--- src/rtl/simplebus_arb_pkg.sv ---
// Shared types and constants for the simplebus arbiter and its interface.
package simplebus_arb_pkg;

  localparam int FOO_W = 3;

  typedef enum logic [1:0] {
    ARB_IDLE  = 2'd0,
    ARB_GRANT = 2'd1,
    ARB_TURN  = 2'd2
  } arb_state_t;

  // An index into n items needs at least one bit, even when n == 1.
  function automatic int idx_w(int n);
    return (n > 1) ? $clog2(n) : 1;
  endfunction

endpackage

--- src/rtl/simplebus_if.sv ---
// Shared simplebus: a single foo field driven by exactly one master.
interface simplebus;
  import simplebus_arb_pkg::*;

  logic [FOO_W-1:0] foo;

  modport master (output foo);
  modport slave  (input  foo);

endinterface

--- src/rtl/simplebus_arbiter_rr_pick.sv ---
// Round-robin picker: first set request at or after ptr, wrapping past N-1.
module rr_pick
  import simplebus_arb_pkg::*;
#(
  parameter int N  = 4,
  parameter int IW = idx_w(N)
) (
  input  logic [N-1:0]  req,
  input  logic [IW-1:0] ptr,
  output logic [N-1:0]  onehot,
  output logic [IW-1:0] idx
);

  logic          found;
  logic [IW:0]   sum;
  logic [IW-1:0] pos;

  always_comb begin
    onehot = '0;
    idx    = '0;
    found  = 1'b0;
    sum    = '0;
    pos    = '0;
    for (int k = 0; k < N; k++) begin
      // ptr + k stays below 2N, so one conditional subtract is a full modulo.
      sum = {1'b0, ptr} + (IW+1)'(k);
      if (sum >= (IW+1)'(N)) begin
        sum = sum - (IW+1)'(N);
      end
      pos = sum[IW-1:0];
      if (!found && req[pos]) begin
        found       = 1'b1;
        onehot[pos] = 1'b1;
        idx         = pos;
      end
    end
  end

endmodule

--- src/rtl/simplebus_arbiter.sv ---
// Round-robin owner of a shared simplebus with bounded hold and a one-cycle
// turnaround between owners.
module simplebus_arbiter
  import simplebus_arb_pkg::*;
#(
  parameter int               NREQ     = 4,
  parameter int               MAXHOLD  = 8,
  parameter logic [FOO_W-1:0] IDLE_VAL = 3'b000
) (
  input  logic                  clk,
  input  logic                  rst_n,
  input  logic [NREQ-1:0]       req,
  input  logic [NREQ*FOO_W-1:0] wdata,
  input  logic [NREQ-1:0]       done,
  output logic [NREQ-1:0]       gnt,
  output logic                  busy,
  output logic                  timeout,
  output arb_state_t            dbg_state,
  simplebus.master              thebus
);

  localparam int IW = idx_w(NREQ);
  localparam int HW = $clog2(MAXHOLD + 1);

  // Handshake: a requester holds req high until it is finished; gnt follows
  // one cycle after req is sampled in IDLE and stays until the owner pulses
  // done, drops req, or has held the bus for MAXHOLD cycles.
  arb_state_t      state_q, state_d;
  logic [NREQ-1:0] gnt_q, gnt_d;
  logic [IW-1:0]   owner_q, owner_d;
  logic [IW-1:0]   rr_ptr_q, rr_ptr_d;
  logic [HW-1:0]   hold_cnt_q, hold_cnt_d;
  logic            timeout_q, timeout_d;

  logic [NREQ-1:0]  pick_onehot;
  logic [IW-1:0]    pick_idx;
  logic [FOO_W-1:0] wdata_arr [NREQ];
  logic             own_done, own_req, at_max, release_now;
  logic [IW-1:0]    next_ptr;

  for (genvar i = 0; i < NREQ; i++) begin : g_slice
    assign wdata_arr[i] = wdata[FOO_W*i +: FOO_W];
  end

  rr_pick #(.N(NREQ), .IW(IW)) u_pick (
    .req    (req),
    .ptr    (rr_ptr_q),
    .onehot (pick_onehot),
    .idx    (pick_idx)
  );

  assign own_done    = done[owner_q];
  assign own_req     = req[owner_q];
  assign at_max      = (hold_cnt_q >= HW'(MAXHOLD));
  assign release_now = own_done | ~own_req | at_max;
  assign next_ptr    = (owner_q == IW'(NREQ - 1)) ? '0 : owner_q + IW'(1);

  always_comb begin
    state_d    = state_q;
    gnt_d      = gnt_q;
    owner_d    = owner_q;
    rr_ptr_d   = rr_ptr_q;
    hold_cnt_d = hold_cnt_q;
    timeout_d  = 1'b0;
    case (state_q)
      ARB_IDLE: begin
        if (|req) begin
          state_d    = ARB_GRANT;
          gnt_d      = pick_onehot;
          owner_d    = pick_idx;
          hold_cnt_d = HW'(1);
        end
      end
      ARB_GRANT: begin
        if (release_now) begin
          state_d    = ARB_TURN;
          gnt_d      = '0;
          rr_ptr_d   = next_ptr;
          hold_cnt_d = '0;
          // Only a pure hold-limit release counts as a timeout.
          timeout_d  = at_max & own_req & ~own_done;
        end else begin
          hold_cnt_d = hold_cnt_q + HW'(1);
        end
      end
      ARB_TURN: begin
        state_d = ARB_IDLE;
      end
      default: begin
        state_d = ARB_IDLE;
        gnt_d   = '0;
      end
    endcase
  end

  always_ff @(posedge clk or negedge rst_n) begin
    if (!rst_n) begin
      state_q    <= ARB_IDLE;
      gnt_q      <= '0;
      owner_q    <= '0;
      rr_ptr_q   <= '0;
      hold_cnt_q <= '0;
      timeout_q  <= 1'b0;
    end else begin
      state_q    <= state_d;
      gnt_q      <= gnt_d;
      owner_q    <= owner_d;
      rr_ptr_q   <= rr_ptr_d;
      hold_cnt_q <= hold_cnt_d;
      timeout_q  <= timeout_d;
    end
  end

  assign gnt        = gnt_q;
  assign busy       = (state_q == ARB_GRANT);
  assign timeout    = timeout_q;
  assign dbg_state  = state_q;
  assign thebus.foo = busy ? wdata_arr[owner_q] : IDLE_VAL;

endmodule
--- src/flat_wrapper.sv ---
// flat-port wrapper written by rule: the top's interface ports become plain ports
module simplebus_arbiter_flat import simplebus_arb_pkg::*;
#(
  parameter int               NREQ     = 4,
  parameter int               MAXHOLD  = 8,
  parameter logic [FOO_W-1:0] IDLE_VAL = 3'b000
)
  (clk, rst_n, req, wdata, done, gnt, busy, timeout, dbg_state, thebus_foo);
  simplebus thebus_i ();
  input  logic clk;
  input  logic rst_n;
  input  logic [NREQ-1:0] req;
  input  logic [NREQ*FOO_W-1:0] wdata;
  input  logic [NREQ-1:0] done;
  output logic [NREQ-1:0] gnt;
  output logic busy;
  output logic timeout;
  output arb_state_t dbg_state;
  output wire logic [$bits(thebus_i.foo)-1:0] thebus_foo;
  assign thebus_foo = thebus_i.foo;
  simplebus_arbiter #(.NREQ(NREQ), .MAXHOLD(MAXHOLD), .IDLE_VAL(IDLE_VAL)) u_core (.clk(clk), .rst_n(rst_n), .req(req), .wdata(wdata), .done(done), .gnt(gnt), .busy(busy), .timeout(timeout), .dbg_state(dbg_state), .thebus(thebus_i));
endmodule
--- config.mk ---
export PLATFORM = sky130hd
export DESIGN_NAME = simplebus_arbiter_flat
export DESIGN_NICKNAME = d
export VERILOG_FILES = /design/src/rtl/simplebus_arb_pkg.sv /design/src/rtl/simplebus_if.sv /design/src/rtl/simplebus_arbiter_rr_pick.sv /design/src/rtl/simplebus_arbiter.sv /design/src/flat_wrapper.sv
export SDC_FILE = /design/constraint.sdc
export NUM_CORES = 1
export LEC_CHECK = 0
export CAP_MARGIN = 20
export CORE_MARGIN = 8
export CORE_UTILIZATION = 49
export DETAILED_ROUTE_END_ITERATION = 8
export PLACE_DENSITY = 0.79
export SETUP_SLACK_MARGIN = 0.2
export SLEW_MARGIN = 20
export SYNTH_ARGS = -nofsm -noshare
export SYNTH_HDL_FRONTEND = slang
export SYNTH_SLANG_ARGS = --single-unit
export TNS_END_PERCENT = 1
--- constraint.sdc ---
create_clock -name clk -period 3.6 [get_ports clk]
set_clock_uncertainty 0.1 [all_clocks]
set_input_delay 0.9 -clock clk [delete_from_list [all_inputs] [get_ports clk]]
set_output_delay 0.9 -clock clk [all_outputs]
set_load 0.1 [all_outputs]
* After elaboration in Yosys (flattened, before gate mapping)
Cells that the tools add are included.
Word-level totals: flip-flop bits (word level) 15, input bits 22, output and inout port bits 11, logic and storage cells 115
Operators by class: add/subtract/negate cells 9, $lt $le $gt $ge 15, equal/unequal tests 5, multiplexer cells 51, bitwise logic cells 11, reductions and logical operators 18
Operator list (count):
- $mux 4 | 8
- $mux 2 | 11
- $lt 2x3->1 const B | 5
- $mux 1 | 15
- $bmux 1 s2 | 6
- $ge 3x3->1 const B | 4
- $or 4x4->4 | 3
- $pmux 4 s3 | 1
- $mux 3 | 3
- $demux 1 s2 | 4
- $ge 2x1->1 const B | 4
- $pmux 4 s2 | 1
- $reduce_and 2->1 | 4
- $sub 2x1->2 const B | 4
- $logic_and 1x1->1 | 7
- $add 2x2->3 const B | 2
- $bmux 3 s2 | 1
- $add 4x1->4 const B | 1
- $eq 2x2->1 const B | 2
- $ge 4x4->1 const B | 1
- $pmux 2 s2 | 1
- $reduce_or 4->1 | 1
- $add 2x1->3 const B | 1
- $ge 2x3->1 const B | 1
- 12 further kinds | 18

* Logic depth before layout (Yosys ltp)
word-level depth 16, mapped depth 9, depth with buffers taken out 6

* Cells and area by module
A second synthesis with hierarchy kept.
Unflattened totals: cells, all modules 138, area, all modules 1375.1 um^2
By module, submodules not included:
- simplebus_arbiter | instances 1, cells an instance 73, area each 885.8 um^2, sequential area each 375.4 um^2
- rr_pick | instances 1, cells an instance 65, area each 489.2 um^2, sequential area each 0.0 um^2

* Worst setup path after synthesis
No wires, ideal clock.
path type reg2out, start point register u_core.state_q[0], in the netlist u_core.dbg_state[0], end point output thebus_foo[0], arrival 2.615 ns, required time 2.600 ns, slack -0.015 ns, cell stages (with the launch flop) 3, path buffers 0, cells stage by stage dfrtp_1 nand2b_1 nor2b_1
Between the ends: word-level cells in the longest chain between the ends 2
RTL lines:
- start, declared | RTL line simplebus_arbiter.sv:28 | arb_state_t state_q, state_d;
- start signal, assigned | RTL line simplebus_arbiter.sv:105 | state_q <= state_d;
- $eq 2x1->1 | RTL line simplebus_arbiter.sv:115 | assign busy = (state_q == ARB_GRANT);
- $mux 3 | RTL line simplebus_arbiter.sv:118 | assign thebus.foo = busy ? wdata_arr[owner_q] : IDLE_VAL;
- end, declared | RTL line flat_wrapper.sv:19 | output wire logic [$bits(thebus_i.foo)-1:0] thebus_foo;
Every way passes these cells.

* Final worst setup path
start point input wdata[5], end point output thebus_foo[2]
Between the ends: word-level cells in the longest chain between the ends 4
RTL lines:
- start, declared | RTL line flat_wrapper.sv:13 | input logic [NREQ*FOO_W-1:0] wdata;
- $bmux 3 s2 | RTL line simplebus_arbiter.sv:118
- $mux 3 (not written as such) (2 in series) | RTL line simplebus_arbiter.sv:118
- $mux 3 | RTL line simplebus_arbiter.sv:118
Every way passes these cells. The select of a mux whose other input is x is not followed.

==> flow_metrics.tcl <==
set metrics [dict create \
    p_comb_share_pct 74.6 \
    synth-xor-area-share_pct 0 \
    async_flop_share_pct 100 \
    drive_above_1_share_pct 14.5 \
    start_util_pct 50.1 \
    finalHoldViolCount 0 \
    synth_area_per_cell_sq_um 9.74 \
    die_w_um 68.2 \
    synth-seq-area-share_pct 28.1 \
    cap_violations 0 \
    arrival_ns 2.12 \
    antenna_found_initial 0 \
    routed_wl_um 3260 \
    muxShareOfSynthArea_pct 15.0 \
    clock_power_share_pct 5.7 \
    synth_top_family_by_area "compound AO/OA/AOI/OAI gates" \
    worst-path-buf-inv 2 \
    max_stage_delay_ns 0.45 \
    core_area_sq_um 2660 \
    synthSimpleGateAreaFrac_pct 16.0 \
    cts.sinks 15 \
    hpwlAfterDp_um 2600 \
    avgRoutedWirePerCell_um 16.6 \
    hp-class "reg -> reg" \
    grt_pass1_wl_um 5490 \
    crit_path_max_fanout 1 \
    gp_congestion 0.803 \
    cts_root_buf "clkbuf_4" \
    slew_violations 0 \
    track_usage_pct 14.9 \
    synth_most_common_cell "dfrtp_1" \
    pre_cts_slack_ns 0.470 \
    whs_ns 0.415 \
    slew_headroom_pct 57.1 \
    io_pins 33 \
    synth_flop_cell "dfrtp_1" \
    die_area_sq_um 4650 \
    synth_area_leaders "dfrtp_1, mux4_2, ha_1" \
    fin_nets 198 \
    yosys.area_share.adder_pct 9.38 \
    clk_pin_slew_worst_paths_ns 0.08 \
    clock_latency_ns 0.27 \
    fill_cells 252 \
    drc 0 \
    max_freq_mhz 320 \
    yosysUniqueCellTypes 41 \
    yosys-top-cells-count "dfrtp_1, inv_1, ha_1" \
    fin_ws_ns 0.477 \
    grt_pass1_vias 1159 \
    syn_inst 137 \
    leakage_nw 0.721 \
    post-route-min-period_ns 3.12 \
    end_kind "output pin" \
    grt_overflow_total 0 \
    num_vias 1166 \
    grt_max_degree 22 \
    fin_crit_sh_pct 86.8 \
    worst_pin_slew_ns 0.641 \
    synth_area_sq_um 1330 \
    internal_power_w 0.000703 \
    power_switching_w 0.000886 \
    synth_nets 169 \
    synth_compound_gate_area_share_pct 24.7 \
    p_per_area_nw_per_um2 937 \
    fin_util_pct 63.7 \
    cts_resized 0 \
    status "finished clean" \
    chipHeight_um 68.2 \
    rsz0062_at_grt "no" \
    io_buffers 32 \
    critPathTopFamily "buffers and inverters" \
    cts_setup_buffers 0 \
    setup_violations 0 \
    placed_cell_area_sq_um 1670 \
    numCtsBuffers 3 \
    seq_area_sq_um 375 \
    tritoncts "yes" \
    via_per_inst 5.95 \
    seqPwrFrac_pct 19.7 \
    p_sw_share_pct 55.7 \
    dr.pass1.iters 4 \
    ir_worst_vdd_uv 681 \
    design_area_sq_um 1700 \
    synth_top_cell_by_area "dfrtp_1" \
    antenna_cells 0 \
    drt_iter0_markers 101 \
    path_cells "clkdlybuf4s50_1, mux4_2, nor2b_1, buf_12" \
    synth_edf_count 0 \
    synth_top_area_share_pct 28.1 \
    cts_hold_buf 0 \
    h-tree-depth 1 \
    cp.required_ns 2.60 \
    ys_ff_latch 15 \
    areaGrowthSynthToFinish_pct 27.1 \
    slowest_stage "mux4_2" \
    crit_path_start_kind "primary input" \
    path_class "in -> out" \
    rows 19 \
    cts_max_path_buffers 2 \
    ant_nets 0 \
    multi_input_area_sq_um 868 \
    synth_warnings 0 \
]
[path summary, 6_finish.rpt]
kind / start / endpoint / slack (ns) / cells past startpoint
worst max-delay path: wdata[5] / thebus_foo[2] / 0.48 / 4
worst min-delay path: u_core.gnt[3]$_DFFE_PN0P_ / u_core.gnt[3]$_DFFE_PN0P_ / 0.42 / 1
worst max register to register: u_core.rr_ptr_q[1]$_DFFE_PN0P_ / u_core.gnt[0]$_DFFE_PN0P_ / 0.68 / 6
worst min register to register: u_core.gnt[3]$_DFFE_PN0P_ / u_core.gnt[3]$_DFFE_PN0P_ / 0.42 / 1
max in group asynchronous: rst_n / u_core.gnt[0]$_DFFE_PN0P_ / 2.06 / 1
min in group asynchronous: rst_n / u_core.timeout$_DFF_PN0_ / 0.91 / 1
[state kept, by name (all words and copies together) (netlist names)]
register and cells:
u_core.gnt 4, u_core.hold_cnt_q 4, u_core.dbg_state 2, u_core.owner_q 2, u_core.rr_ptr_q 2, u_core.timeout 1
[layout by cell type (no fill, tap or decap), types with 4 or more instances in the layout]
cell / instances
clkdlybuf4s50_1: 21
nor2_1: 7
a211o_1: 5
inv_1: 13
mux4_2: 6
o21ai_0: 4
dfrtp_1: 15
a221o_1: 4
buf_4: 9
mux2_1: 4
a21oi_1: 8
ha_1: 10
a221oi_1: 4
nand2b_1: 8
[cell families (layout without fill, tap and decap cells)]
kind of cell / after synthesis / in the layout
buffers and inverters: 22 / 50
multiplexers: 12 / 12
flip-flops: 15 / 15
adder cells (fa/ha/maj): 10 / 10
AND/OR/NAND/NOR: 35 / 35
AO/OA/AOI/OAI: 43 / 43
[power by group through the flow]
stage / Sequential, W / Clock [W] / Combinational (W)
floorplan: 0.000464 / 0 / 0.000753
global placement: 0.000313 / 0 / 0.00116
detailed placement: 0.000317 / 0 / 0.00119
CTS: 0.000313 / 0.0000936 / 0.00119
global route: 0.000324 / 0.000103 / 0.00126
finish: 0.000313 / 0.0000911 / 0.00118
[final cells by class]
class                   count  share of cell area (%)
well taps                  31                    2.29
inverters                  13                    2.88
multi-input cells         100                    51.2
clock buffers               4                    1.55
flip-flops and latches     15                    22.1
repair buffers             33                    19.9
[through the flow]
step                instances  power, W  setup TNS, ns
global route              196   0.00169              0
floorplan                 137   0.00122        -0.0445
finish                    196   0.00159              0
CTS                       196   0.00160              0
global placement          192   0.00147              0
detailed placement        192   0.00150              0
[metal layers]
metal  global-route usage (%)  up-vias  share of wire [%]
li1                         -      575                  -
met1                     18.7      568                 45
met4                     3.07        0               0.43
met2                     26.5       21                 51
met5                        0        -                  0
met3                     1.80        2                3.5
Power figures use the tool's default switching activity.
